===== config.mk =====
export PLATFORM = sky130hd
export DESIGN_NAME = mem_access_ctrl
export DESIGN_NICKNAME = d
export VERILOG_FILES = /design/src/rtl/mem_access_ctrl.sv
export SDC_FILE = /design/constraint.sdc
export NUM_CORES = 1
export LEC_CHECK = 0
export CORE_MARGIN = 8
export CORE_UTILIZATION = 42
export CTS_BUF_LIST = sky130_fd_sc_hd__clkbuf_4 sky130_fd_sc_hd__clkbuf_8
export CTS_CLUSTER_DIAMETER = 200
export DETAILED_ROUTE_END_ITERATION = 10
export PLACE_DENSITY = 0.86
export SKIP_LAST_GASP = 1
export SLEW_MARGIN = 20
export SYNTH_ARGS = -nofsm -noshare
export SYNTH_HDL_FRONTEND = slang
export SYNTH_SLANG_ARGS = --single-unit

===== constraint.sdc =====
create_clock -name clk -period 5.5 [get_ports clk]
set_clock_uncertainty 0.05 [all_clocks]
set_input_delay 0.825 -clock clk [delete_from_list [all_inputs] [get_ports clk]]
set_output_delay 0.825 -clock clk [all_outputs]
set_load 0.01 [all_outputs]

===== src/rtl/mem_access_ctrl.sv =====
// mem_access_ctrl: sequences MEM-stage loads/stores onto a synchronous-read, word-organised data memory.
// Latency: load 3, sub-word store 3 (read-modify-write), word store 1; busy stalls the pipeline.
// Optional MEM_ACCESS_ALIGN_CHECK_EN: misaligned/illegal/out-of-range requests get a 1-cycle error response.
module mem_access_ctrl #(
    parameter int MEM_BYTES = 4096
) (
    input  logic        clk,
    input  logic        rst_n,
    input  logic        req_valid,
    output logic        req_ready,
    input  logic        req_we,
    input  logic [1:0]  req_size,
    input  logic        req_unsigned,
    input  logic [31:0] req_addr,
    input  logic [31:0] req_wdata,
    output logic        resp_valid,
    output logic [31:0] resp_rdata,
    output logic        resp_err,
    output logic        busy,
    output logic        mem_ce,
    output logic        mem_we,
    output logic        mem_rr,
    output logic [31:0] mem_addr,
    output logic [31:0] mem_wdata,
    output logic [3:0]  mem_w_mask,
    output logic [3:0]  mem_r_mask,
    input  logic [31:0] mem_rdata
);

    typedef enum logic [2:0] {IDLE, FETCH, CAPT, LRESP, WRITE, ERR} state_t;

    state_t      state;
    logic        lt_we;
    logic [1:0]  lt_size;
    logic        lt_unsigned;
    logic [31:0] lt_addr;
    logic [31:0] lt_wdata;
    logic [31:0] rdata_q;
    logic        accept;
    logic        req_bad;
    logic [31:0] lane_shift;
    logic [7:0]  byte_lane;
    logic [15:0] half_lane;
    logic [31:0] load_val;
    logic [31:0] merged;
    logic [31:0] addr_wrap;

    assign accept = req_valid && req_ready;

`ifdef MEM_ACCESS_ALIGN_CHECK_EN
    always_comb begin
        req_bad = 1'b0;
        case (req_size)
            2'b01:   req_bad = req_addr[0];
            2'b10:   req_bad = |req_addr[1:0];
            2'b11:   req_bad = 1'b1;
            default: req_bad = 1'b0;
        endcase
        if (req_addr >= 32'(MEM_BYTES))
            req_bad = 1'b1;
    end
`else
    assign req_bad = 1'b0;
`endif

    always_ff @(posedge clk or negedge rst_n) begin
        if (!rst_n) begin
            state       <= IDLE;
            lt_we       <= 1'b0;
            lt_size     <= 2'b00;
            lt_unsigned <= 1'b0;
            lt_addr     <= 32'd0;
            lt_wdata    <= 32'd0;
            rdata_q     <= 32'd0;
        end else begin
            case (state)
                IDLE: begin
                    if (accept) begin
                        lt_we       <= req_we;
                        lt_size     <= req_size;
                        lt_unsigned <= req_unsigned;
                        lt_addr     <= req_addr;
                        lt_wdata    <= req_wdata;
                        // size 11 shares the word path when unchecked
                        if (req_bad)
                            state <= ERR;
                        else if (req_we && req_size[1])
                            state <= WRITE;
                        else
                            state <= FETCH;
                    end
                end
                FETCH: state <= CAPT;
                CAPT:  state <= lt_we ? WRITE : LRESP;
                LRESP: begin
                    rdata_q <= load_val;
                    state   <= IDLE;
                end
                WRITE:   state <= IDLE;
                ERR:     state <= IDLE;
                default: state <= IDLE;
            endcase
        end
    end

    always_comb begin
        lane_shift = mem_rdata >> {lt_addr[1:0], 3'b000};
        byte_lane  = lane_shift[7:0];
        half_lane  = lt_addr[1] ? mem_rdata[31:16] : mem_rdata[15:0];
        case (lt_size)
            2'b00:   load_val = {{24{~lt_unsigned & byte_lane[7]}}, byte_lane};
            2'b01:   load_val = {{16{~lt_unsigned & half_lane[15]}}, half_lane};
            default: load_val = mem_rdata;
        endcase
    end

    always_comb begin
        merged = mem_rdata;
        if (lt_size == 2'b00) begin
            case (lt_addr[1:0])
                2'd0:    merged[7:0]   = lt_wdata[7:0];
                2'd1:    merged[15:8]  = lt_wdata[7:0];
                2'd2:    merged[23:16] = lt_wdata[7:0];
                default: merged[31:24] = lt_wdata[7:0];
            endcase
        end else if (lt_addr[1]) begin
            merged[31:16] = lt_wdata[15:0];
        end else begin
            merged[15:0] = lt_wdata[15:0];
        end
    end

    // MEM_BYTES is a power of two, so the wrap is a mask
    assign addr_wrap = lt_addr & (32'(MEM_BYTES) - 32'd1);

    assign req_ready  = (state == IDLE);
    assign busy       = !req_ready;
    assign mem_ce     = (state == FETCH) || (state == CAPT) || (state == WRITE);
    assign mem_rr     = (state == CAPT);
    assign mem_we     = (state == WRITE);
    assign mem_addr   = (state == IDLE) ? 32'd0 : {addr_wrap[31:2], 2'b00};
    assign mem_wdata  = (state != WRITE) ? 32'd0 : (lt_size[1] ? lt_wdata : merged);
    assign mem_w_mask = 4'b1111;
    assign mem_r_mask = 4'b1111;
    assign resp_valid = (state == LRESP) || (state == WRITE) || (state == ERR);
    assign resp_rdata = (state == LRESP) ? load_val : rdata_q;
`ifdef MEM_ACCESS_ALIGN_CHECK_EN
    assign resp_err   = (state == ERR);
`else
    assign resp_err   = 1'b0;
`endif

endmodule


==> run_results.csv <==
group,metric,value,unit
detailed_routing,totalWireLength,17.1,mm
sta,fin_ws,1360,ps
grt,grt_antenna_before_repair,0,
power,netSwitchingPower,1.65,mW
worst_setup_path,timing.rr.end,"lt_wdata[1]$_DFFE_PN0P_",
logic_synthesis,synth_top_family_by_area,"compound AO/OA/AOI/OAI gates",
sta,tightest_slew,901,ps
sta,fin_crit_sh,75.2,%
logic_synthesis,synthArstFlopShare,100,%
clocking,cts.sinks,83,
worst_setup_path,crit_end,"resp_rdata[2]",
power,power_density,589,nW/um^2
worst_setup_path,r2r_cells,4,
logic_synthesis,yosysWarningCount,0,
clocking,clockBufferDepth,2,
clocking,clockRootBuffer,"clkbuf_8",
logic_synthesis,synthSimpleGateAreaFrac,13.7,%
detailed_routing,drt_iter0_drc,363,
grt,grtUsageTotal,21.4,%
clocking,hold_buffers,0,
finish,antennaDiodeCount,0,
clocking,cts.clk_slew.worst_paths,100,ps
sta,slew_headroom,39.8,%
clocking,clk_latency,370,ps
sta,report.final.slew_viol_count,0,
worst_setup_path,reg2reg_slack,2700,ps
worst_setup_path,cp.required,4620,ps
sta,tns,0,ps
detailed_routing,first_pass_iters,5,
worst_hold_path,worstHoldPathType,"reg2reg",
worst_setup_path,worstSetupStartpointType,"flip-flop",
sta,rsz0062_at_grt,"false",
sta,period_needed,4140,ps
power,report.power.total,3.97,mW
floorplan,row_count,40,
worst_setup_path,worstPathMaxFanout,24,
floorplan,start_util,42.4,%
floorplan,dieArea,15700,um^2
place,dp_hpwl,12.8,mm
logic_synthesis,netlist_area,5020,um^2
clocking,cts_made_buffers,9,
worst_setup_path,crit_chain,"nand2b_1 > nand2_1 > o22ai_1 > o31ai_1 > clkdlybuf4s50_1",
clocking,cts_resized,0,
place,routabilityCongestion,0.890,
logic_synthesis,synth_top_cell_area_share,41.3,%
sta,setup_viol,0,
power,clkPwrFrac,13.9,%
logic_synthesis,ys_types,45,
worst_setup_path,cp-startpoint,"lt_addr[0]$_DFFE_PN0P_",
grt,grt_max_degree,84,
finish,fill_cells,1064,
grt,grt_pass1_vias,4732,
power,vdd.ir_drop.worst,0.334,mV
finish,drive_above_1_share,10.7,%
sta,max_freq,0.242,GHz
clocking,cts_tree,"done",
clocking,cts_htree_levels,3,
detailed_routing,avgViaCountPerCell,5.65,
detailed_routing,routed-via-count,4699,
logic_synthesis,netlist_instances,552,
detailed_routing,drc,0,
finish,fin_nets,783,
floorplan,die_w,125,um
floorplan,pin_count,214,
worst_setup_path,cp.arrival,3260,ps
place,post_dp_cell_area,6490,um^2
power,p_comb_share,55.9,%
worst_setup_path,slowest_delay,690,ps
logic_synthesis,seq_area_frac_synth,41.3,%
logic_synthesis,synth_area_per_cell,9.10,um^2
status,outcome,"completed",
grt,overflow,0,
detailed_routing,wl_per_cell,20.5,um
logic_synthesis,synth_edf_count,0,
place,pre_cts_ws,1780,ps
worst_setup_path,cp_slowest_cell,"dfrtp_1",
logic_synthesis,netlist.top_cell.by_area,"dfrtp_1",
logic_synthesis,synthTopCellsByCount,"dfrtp_1, a21oi_1, nor2_1",
sta,finalHoldViolations,0,
sta,holdWs,447,ps
worst_setup_path,r2r-start,"state[1]$_DFFE_PN0P_",
power,swShare,41.6,%
finish,seqCellArea,2080,um^2
finish,syn_to_final_growth,34.3,%
finish,design_area,6750,um^2
clocking,post_cts_buffers,0,
grt,grt_pass1_wl,26.6,mm
finish,multi_input_area,2520,um^2
run,maxCapViolations,0,
logic_synthesis,synth-seq-cells,83,
logic_synthesis,synth_ff_type,"dfrtp_1",
logic_synthesis,yosys.area_share.xor_xnor,0.174,%
detailed_routing,final_antenna_net_count,0,
logic_synthesis,synthAdderAreaFrac,0,%
power,p_leak,2.79,nW
logic_synthesis,synth.most_common_cell,"dfrtp_1",
worst_setup_path,crit_type,"reg2out",
logic_synthesis,synthTopCellsByArea,"dfrtp_1, mux2_2, a21oi_1",
floorplan,coreArea,11900,um^2
worst_setup_path,cp-end-kind,"output pin",
logic_synthesis,synth_compound_area_share,21.5,%
power,p_seq_share,30.2,%
logic_synthesis,yosys-mux-area-fraction,12.4,%
place,portBuffers,162,
floorplan,fp.dieH,125,um
power,internal-power,2.32,mW
[kinds of logic (layout without fill, tap and decap cells)]
kind of cell,count (synthesis),in the layout
AO/OA/AOI/OAI,167,167
multiplexers,57,57
buffers and inverters,94,198
other,2,31
AND/OR/NAND/NOR,148,148
flip-flops,83,83
XOR/XNOR,1,1
[registers in the layout (all words and copies together) (netlist names)]
register	flops
lt_addr	12
rdata_q	32
lt_unsigned	1
state	3
lt_we	1
lt_wdata	32
lt_size	2
[power by group through the flow]
| stage | Combinational [mW] | Sequential, mW | Clock (mW) |
|---|---|---|---|
| after floorplan | 1.47 | 1.04 | 0 |
| after global placement | 2.17 | 1.19 | 0 |
| after detailed placement | 2.22 | 1.21 | 0 |
| after CTS | 2.23 | 1.20 | 0.558 |
| after global routing | 2.41 | 1.24 | 0.586 |
| final | 2.22 | 1.20 | 0.552 |
[cells in the final DEF (no fill, tap or decap), drive strengths merged, types with 2 or more instances in the layout]
cell type	instances
a221o	8
dfrtp	83
a21oi	58
clkinv	3
or3	2
nand2	44
o21ai	27
clkbuf	10
nand3	2
o22ai	20
nor2	51
a31oi	2
o31ai	6
bufinv	3
a221oi	8
inv	15
conb	31
mux2	40
nor3	11
and3	10
buf	6
a211oi	15
a211o	7
a22o	9
nor2b	22
clkdlybuf4s50	161
mux2i	17
[critical path: cells and delay by family (launching register included)]
family                 cells  cell delay, ps
AOI/OAI and AO/OA          2             560
buffers and inverters      1             630
DFF                        1             690
and+or+nand+nor            2            1000
[per-layer routing]
layer  global-route usage (%)  vias to the layer above  routed length [um]
met1                     26.0                     2288                7030
met3                     8.37                       23                1680
met5                        0                        -                   0
met4                     5.01                        0                 293
met2                     34.8                      221                8090
li1                         -                     2167                   -
[how the worst min path moves through the flow]
stage / startpoint / end / slack [ps] / cells past startpoint
after global routing: lt_addr[3]$_DFFE_PN0P_ / lt_addr[3]$_DFFE_PN0P_ / 480 / 1
final: rdata_q[5]$_DFF_PN0_ / rdata_q[5]$_DFF_PN0_ / 450 / 2
after CTS: rdata_q[4]$_DFF_PN0_ / rdata_q[4]$_DFF_PN0_ / 450 / 2
after global placement: rdata_q[0]$_DFF_PN0_ / rdata_q[0]$_DFF_PN0_ / 420 / 2
after floorplan: lt_addr[11]$_DFFE_PN0P_ / lt_addr[11]$_DFFE_PN0P_ / 420 / 1
after detailed placement: rdata_q[3]$_DFF_PN0_ / rdata_q[3]$_DFF_PN0_ / 420 / 2
[layout make-up]
type / instances / area share [%]
Sequential cell: 83 / 30.8
Clock inverter: 6 / 1.67
Clock buffer: 10 / 2.04
Multi-Input combinational cell: 404 / 37.3
Timing Repair Buffer: 167 / 24.6
Inverter: 15 / 0.835
Tap cell: 147 / 2.73
[per-stage QoR]
stage          util (%)  cells
6_report           56.9    832
5_1_grt            56.9    832
4_1_cts            56.8    832
3_3_place_gp       54.7    816
3_5_place_dp       54.7    816
2_1_floorplan         -    581
No activity file was read; power rests on OpenSTA's default activity.
